--- src/rtl/tpu_pkg.sv ---
// Shared types and sizing constants for the systolic matrix-multiply slice.
package tpu_pkg;

  localparam int unsigned ELEM_W = 8;
  localparam int unsigned N_ELEM = 4;

  typedef enum logic [1:0] {
    LOAD_A,
    LOAD_B,
    START,
    WAIT
  } loader_state_t;

endpackage

--- src/rtl/mmu_loader.sv ---
// Byte-serial operand loader for the 2x2 systolic multiplier. Assembles A/B,
// pulses mmu_start, holds operands stable, and waits for a fresh done edge.
// Supports weight reuse: an A-only reload keeps the previously stored B.
module mmu_loader #(
  parameter int unsigned ELEM_W  = tpu_pkg::ELEM_W,
  parameter int unsigned N_ELEM  = tpu_pkg::N_ELEM,
  parameter int unsigned TIMEOUT = 8
) (
  input  logic                       clk,
  input  logic                       rst,
  input  logic [ELEM_W-1:0]          in_data,
  input  logic                       in_valid,
  output logic                       in_ready,
  input  logic                       load_a_only,
  output logic [N_ELEM*ELEM_W-1:0]   A_flat,
  output logic [N_ELEM*ELEM_W-1:0]   B_flat,
  output logic                       mmu_start,
  input  logic                       mmu_done,
  output logic                       busy,
  output logic                       run_done,
  output logic                       timeout_err
);

  import tpu_pkg::*;

  localparam int unsigned IdxW  = (N_ELEM > 1) ? $clog2(N_ELEM) : 1;
  localparam int unsigned TcntW = (TIMEOUT > 1) ? $clog2(TIMEOUT) : 1;
  localparam int unsigned FlatW = N_ELEM * ELEM_W;

  localparam logic [IdxW-1:0]  IdxLast  = IdxW'(N_ELEM - 1);
  localparam logic [TcntW-1:0] TcntLast = TcntW'(TIMEOUT - 1);

  loader_state_t    state_q, state_d;
  logic [IdxW-1:0]  idx_q, idx_d;
  logic [FlatW-1:0] a_q, a_d;
  logic [FlatW-1:0] b_q, b_d;
  logic             b_loaded_q, b_loaded_d;
  logic             a_only_q, a_only_d;
  logic             done_q, done_d;
  logic [TcntW-1:0] tcnt_q, tcnt_d;
  logic             terr_q, terr_d;
  logic             a_only_eff;
  logic             done_edge;

  assign A_flat      = a_q;
  assign B_flat      = b_q;
  assign timeout_err = terr_q;

  // Reuse decision is taken on the first A byte; later bytes use the latched value.
  assign a_only_eff = (idx_q == '0) ? (load_a_only & b_loaded_q) : a_only_q;
  // The multiplier's done is not reset, so only a rising edge counts as completion.
  assign done_edge  = mmu_done & ~done_q;

  // Next-state, datapath updates and handshake outputs.
  always_comb begin
    state_d    = state_q;
    idx_d      = idx_q;
    a_d        = a_q;
    b_d        = b_q;
    b_loaded_d = b_loaded_q;
    a_only_d   = a_only_q;
    // Sampled every cycle so a done left high from an earlier run never looks like an edge.
    done_d     = mmu_done;
    tcnt_d     = tcnt_q;
    terr_d     = terr_q;
    in_ready   = 1'b0;
    mmu_start  = 1'b0;
    run_done   = 1'b0;
    busy       = (state_q != LOAD_A) | (idx_q != '0);

    unique case (state_q)
      LOAD_A: begin
        in_ready = 1'b1;
        if (in_valid) begin
          a_d[int'(idx_q)*ELEM_W +: ELEM_W] = in_data;
          if (idx_q == '0) a_only_d = load_a_only & b_loaded_q;
          if (idx_q == IdxLast) begin
            idx_d   = '0;
            state_d = a_only_eff ? START : LOAD_B;
          end else begin
            idx_d = idx_q + IdxW'(1);
          end
        end
      end
      LOAD_B: begin
        in_ready = 1'b1;
        if (in_valid) begin
          b_d[int'(idx_q)*ELEM_W +: ELEM_W] = in_data;
          if (idx_q == IdxLast) begin
            idx_d      = '0;
            b_loaded_d = 1'b1;
            state_d    = START;
          end else begin
            idx_d = idx_q + IdxW'(1);
          end
        end
      end
      START: begin
        mmu_start = 1'b1;
        terr_d    = 1'b0;
        tcnt_d    = '0;
        state_d   = WAIT;
      end
      WAIT: begin
        if (done_edge) begin
          run_done = 1'b1;
          state_d  = LOAD_A;
        end else if (tcnt_q == TcntLast) begin
          terr_d  = 1'b1;
          state_d = LOAD_A;
        end else begin
          tcnt_d = tcnt_q + TcntW'(1);
        end
      end
      default: state_d = LOAD_A;
    endcase
  end

  // State registers with synchronous active-high reset; reset also drops the stored B.
  always_ff @(posedge clk) begin
    if (rst) begin
      state_q    <= LOAD_A;
      idx_q      <= '0;
      a_q        <= '0;
      b_q        <= '0;
      b_loaded_q <= 1'b0;
      a_only_q   <= 1'b0;
      done_q     <= 1'b0;
      tcnt_q     <= '0;
      terr_q     <= 1'b0;
    end else begin
      state_q    <= state_d;
      idx_q      <= idx_d;
      a_q        <= a_d;
      b_q        <= b_d;
      b_loaded_q <= b_loaded_d;
      a_only_q   <= a_only_d;
      done_q     <= done_d;
      tcnt_q     <= tcnt_d;
      terr_q     <= terr_d;
    end
  end

endmodule

--- config.mk ---
export PLATFORM = sky130hd
export DESIGN_NAME = mmu_loader
export DESIGN_NICKNAME = d
export VERILOG_FILES = /design/src/rtl/tpu_pkg.sv /design/src/rtl/mmu_loader.sv
export SDC_FILE = /design/constraint.sdc
export NUM_CORES = 1
export LEC_CHECK = 0
export CAP_MARGIN = 20
export CORE_ASPECT_RATIO = 0.5
export CORE_MARGIN = 2
export CORE_UTILIZATION = 48
export DETAILED_ROUTE_END_ITERATION = 8
export GPL_ROUTABILITY_DRIVEN = 0
export PLACE_DENSITY = 0.79
export SYNTH_ARGS = -nofsm -noshare
export SYNTH_HDL_FRONTEND = slang
export SYNTH_SLANG_ARGS = --single-unit
--- constraint.sdc ---
create_clock -name clk -period 2.3 [get_ports clk]
set_input_delay 0.46 -clock clk [delete_from_list [all_inputs] [get_ports clk]]
set_output_delay 0.46 -clock clk [all_outputs]
set_load 0.01 [all_outputs]
Word level (Yosys, flattened, before mapping)
Cells that the tools add are included.

Memories kept: 0. Input bits: 13. Output and inout bits: 69. Memory bits (writable): 0. Register bits: 75. Bits in latches: 0. ROM bits: 0.

Bitwise logic cells: 4. Equal/unequal tests: 13. Reductions and logical operators: 13. Div/mod/pow operators: 0. Mux-type cells: 22. Add/subtract/negate cells: 3. $lt $le $gt $ge: 0. Shifts and indexed selects: 2. Multiply operators: 0.

Operators by type and width (number): $bwmux 32 (2); $neg 5->34 (1); $shift 8x34->32 const A (1); $shiftx 8x34->32 (1); $mux 2 (8); $ne 2x2->1 const B (7); $reduce_and 3->1 (3); $pmux 2 s4 (1); $mux 1 (7); $eq 2x2->1 const B (3); $mux 3 (2); $pmux 3 s2 (1); $reduce_and 2->1 (3); $reduce_bool 2->1 (3); $reduce_and 5->1 (1); $logic_not 2->1 (2); $add 3x1->3 const B (1); $eq 3x3->1 const B (1); $ne 3x3->1 const B (1); $add 2x1->2 const B (1); $and 1x1->1 (2); $eq 2x1->1 const B (1); $pmux 1 s2 (1); $reduce_or 2->1 (1); 2 further kinds (2).

Logic depth before layout (Yosys ltp)
Gate-level depths: netlist of the first run.

Word-level depth: 6. Gate-level depth with buffers: 7. Gate-level depth less buffers: 6.

Worst setup path before layout of the first run
Ideal clock, no wire load.

Kind: reg-to-reg. From: register idx_q[0]. To: register a_q[16] (netlist: A_flat[16]). Arrival time: 1.685 ns. Setup time: 0.070 ns. Required time: 2.230 ns. Cell stages (with the launch flop): 7. Buffers on the path: 1. Period minus slack after synthesis: 1.755 ns. Setup slack: 0.545 ns. Cell sequence: dfxtp_1 inv_2 ha_1 nor3b_2 buf_4 nand3_1 a21oi_1.

Longest elaborated chain between the ends: 3. Elaborated cells between the ends (all ways): 4. Those cells by class: add/sub (1); shift (2); mux (1).

RTL lines: from (decl) (RTL line mmu_loader.sv:34) `logic [IdxW-1:0] idx_q, idx_d;`; from (signal assigned) (RTL line mmu_loader.sv:133) `idx_q <= idx_d;`; $neg 5->34 * (RTL line mmu_loader.sv:75) `a_d[int'(idx_q)*ELEM_W +: ELEM_W] = in_data;`; $shiftx 8x34->32 or $shift 8x34->32 (tied branches) (RTL line mmu_loader.sv:75); $bwmux 32 * (RTL line mmu_loader.sv:75); to (signal assigned) (RTL line mmu_loader.sv:124) `a_q <= '0;`; to (signal assigned) (RTL line mmu_loader.sv:134) `a_q <= a_d;`; to (decl) (RTL line mmu_loader.sv:35) `logic [FlatW-1:0] a_q, a_d;`.

Mark *: on every way between the ends. The rest lies on a longest branch, timed or not. A chain may end at the register's enable or synchronous reset.

Worst setup path after layout of the first run
From: register state_q[0]. To: output run_done.

Longest elaborated chain between the ends: 2.

RTL lines: from (decl) (RTL line mmu_loader.sv:33) `loader_state_t state_q, state_d;`; from (signal assigned) (RTL line mmu_loader.sv:132) `state_q <= state_d;`; $eq 2x2->1 (RTL line mmu_loader.sv:71) `unique case (state_q)`; $mux 1 (RTL line mmu_loader.sv:71); to (decl) (RTL line mmu_loader.sv:20) `output logic run_done,`.

Every way passes these cells.

==> results of run 1 <==
## flip-flops by register name (all words and copies together) (netlist names)
register,cells
a_only_q,1
idx_q,2
tcnt_q,3
timeout_err,1
A_flat,32
b_loaded_q,1
done_q,1
state_q,2
B_flat,32
## synthesized netlist by cell type
| cell type | number |
|---|---|
| clkbuf_2 | 1 |
| mux2i_1 | 2 |
| or2_2 | 1 |
| nor3_4 | 1 |
| a31oi_1 | 1 |
| a32oi_1 | 2 |
| o21ai_0 | 1 |
| nor3_1 | 1 |
| nor3b_4 | 1 |
| mux2_2 | 1 |
| dfxtp_1 | 75 |
| inv_1 | 6 |
| nor2_1 | 9 |
| buf_2 | 5 |
| clkbuf_1 | 23 |
| nor2b_1 | 1 |
| inv_2 | 1 |
| nor3b_2 | 1 |
| and3_1 | 8 |
| nand2_1 | 68 |
| a311oi_1 | 1 |
| nand3_1 | 76 |
| nand2b_1 | 4 |
| a21oi_1 | 68 |
| o211ai_1 | 2 |
| buf_4 | 3 |
| and2_1 | 1 |
| ha_1 | 11 |
| buf_1 | 1 |
| nand4_1 | 1 |
## final cells by class
class	count	share of cell area, %
sequential	75	35.6
multi-input combinational	262	32.8
timing repair buffer	90	21.0
clock buffer	15	6.59
tap	88	2.61
clock inverter	1	0.712
inverter	7	0.623
## per-stage QoR
stage / worst slack (ns) / hold WS [ns]
2_1_floorplan: 0.545 / 0.437
3_3_place_gp: 0.218 / 0.444
3_5_place_dp: 0.220 / 0.447
4_1_cts: 0.110 / 0.454
5_1_grt: 0.0155 / 0.474
6_report: 0.113 / 0.451
## layout by cell type (no fill, tap or decap), drive strengths merged, types with 2 or more instances in the layout
cell            n
clkdlybuf4s50  79
nand3          76
dfxtp          75
nand2          68
a21oi          68
clkbuf         15
ha             11
buf            10
nor2            9
and3            8
inv             7
nand2b          4
a32oi           2
o211ai          2
mux2i           2
nor3            2
nor3b           2
## metal layers
metal	global-route usage, %	routed length [um]	part of all wire (%)	up-vias
met3	7.29	631	7.6	10
li1	-	-	-	1419
met2	38.6	3890	47	121
met5	0	0	0	-
met1	32.2	3700	44	1363
met4	8.74	96	1.2	0
## report_power, final
part           internal (uW)  switching [uW]  total [uW]  leakage, uW
logic                    213             349         562     0.000697
registers               1340            27.5        1370     0.000606
clock network            930             502        1430     0.000150
## how the worst min path moves through the flow
stage	end	from	slack (ns)
6_report	B_flat[22]	B_flat[22]	0.45
5_1_grt	B_flat[20]	B_flat[20]	0.47
4_1_cts	A_flat[27]	A_flat[27]	0.45
3_5_place_dp	A_flat[27]	A_flat[27]	0.45
3_3_place_gp	B_flat[13]	B_flat[13]	0.44
2_1_floorplan	a_only_q	a_only_q	0.44
## kinds of logic (layout without fill, tap and decap cells)
| logic type | count (synthesis) | count (layout) | synth area share, % |
|---|---|---|---|
| mux | 3 | 3 | 1.02 |
| fa+ha+maj | 11 | 11 | 4.51 |
| flops | 75 | 75 | 49.2 |
| buf+inv | 40 | 113 | 5.53 |
| simple gates | 173 | 173 | 26.9 |
| compound gates | 75 | 75 | 12.9 |
## worst max-delay path: cells and delay by family, from the launching register on
kind,cells,cell delay [ns]
fa+ha+maj,1,0.31
buf+inv,2,0.60
flops,1,0.37
simple gates,1,0.10
==> out/qor.csv, run 1 <==
metric;value;unit
status;complete, no violations;
vias after detailed routing;2913;
Finish-stage setup viols;0;
Reg-to-Reg End;B_flat[9];
distinct cell type count after synthesis;30;
# diodes;0;
Filler cells;529;
max-slew violations;0;
H-Tree Depth;3;
DIE AREA;7060;um2
# clock sinks;75;
Die Height;60.4;um
Clk Latency, worst-skew pair;0.33;ns
# IOs;82;
Setup crit end;run_done;
Syn Std Cell Area;3050;um2
pin count of the biggest net entering global routing;76;
crit-path max FO;7;
maximum capacitance violations;0;
number of global-route vias before repair;2626;
main area contributors after synthesis;dfxtp_1 (49%), nand3_1 (12%), a21oi_1 (11%), nand2_1 (8.4%), ha_1 (4.5%);
Final Cell Area;4220;um2
clk slew on worst S/H paths;0.05;ns
CP Data Arrival Time;1.73;ns
Fin Clk Skew;0.00460;ns
crit-path cells;ha_1 > inv_1 > nor2_1 > clkdlybuf4s50_1;
DRT Wirelength;8.31;mm
drt first pass iters;7;
WL/cell;15.5;um
synthesized area per cell;8.10;um2
# port buffers;81;
Rel. slew slack;58.7;%
Placed Cells;522;
Reg area;1500;um2
Worst Hold Class;flop to flop;
nets;469;
leading area contributor after synthesis;dfxtp_1;
synthesis-to-layout area growth;38.0;%
post-route minimum period;2.19;ns
unrepaired setup endpoints after global routing;false;
Final period util;95.1;%
crit path from;state_q[0];
Root Driver;clkbuf_16;
setup_tns;0;ns
Reg2Reg Setup Slack;0.41;ns
CP max stage cell;clkdlybuf4s50_1;
syn_nets;401;
post-CTS resize count;2;
Via-to-Cell Ratio;5.41;
crit-path max cell delay;0.54;ns
post-synthesis sequential area ratio;49.2;%
first-pass GRT wire length;12.8;mm
Final ANT Viol Nets;0;
core box area;6110;um2
Synth Instances;377;
GRT Util Overall;24.3;%
final core area utilization;69.0;%
VDD IR max;0.000502;V
Worst Path Required;1.84;ns
final hold vios;0;
Layout Cells excl Fill;538;
Post-CTS Hold Buffers;0;
TritonCTS Buffers;9;
Peak Freq;457;MHz
Post-DP Area;3910;um2
drc violations;0;
post-synth top area share;49.2;%
Worst setup SP type;flop;
hpwl dp;5.61;mm
ratio of cells with drive above 1 in the final layout;6.67;%
Yosys warning count;0;
PwrDens;797;nW/um2
total power draw;3360;uW
Std-Cell Rows;20;
postcts setup bufs;0;
hold depth;2;
kind of critical path;flop to primary output;
initial core utilization;50.0;%
Static Leak;0.00145;uW
Max Root-Sink Buffers;2;
footprint of the multi-input gates;1380;um2
Setup crit end kind;primary output;
TritonCTS clock tree;done;
initial antenna violation count;0;
grt total ovfl;0;
worst r2r src;idx_q[1];
First DRT Iteration DRCs;342;
FF+latch count, synth;75;
Worst Reg-to-Reg Cells;5;
Die W;117;um
Slew @ Worst Pin;0.619;ns
Note: power is estimated with default switching activity, not from simulation.
==> run 2, diff against run 1 <==
--- a/config.mk
+++ b/config.mk
@@ -11,6 +11,7 @@
 export CORE_UTILIZATION = 48
 export DETAILED_ROUTE_END_ITERATION = 8
 export GPL_ROUTABILITY_DRIVEN = 0
+export HOLD_SLACK_MARGIN = 0.06
 export PLACE_DENSITY = 0.79
 export SYNTH_ARGS = -nofsm -noshare
 export SYNTH_HDL_FRONTEND = slang
==> results of run 2 <==
The final DEF is identical to that of run 1; final timing and power are the same.
==> run 3, diff against run 2 <==
--- a/config.mk
+++ b/config.mk
@@ -10,7 +10,6 @@
 export CORE_MARGIN = 2
 export CORE_UTILIZATION = 48
 export DETAILED_ROUTE_END_ITERATION = 8
-export GPL_ROUTABILITY_DRIVEN = 0
 export HOLD_SLACK_MARGIN = 0.06
 export PLACE_DENSITY = 0.79
 export SYNTH_ARGS = -nofsm -noshare
==> results of run 3 <==
The final DEF is identical to that of run 1; final timing and power are the same.
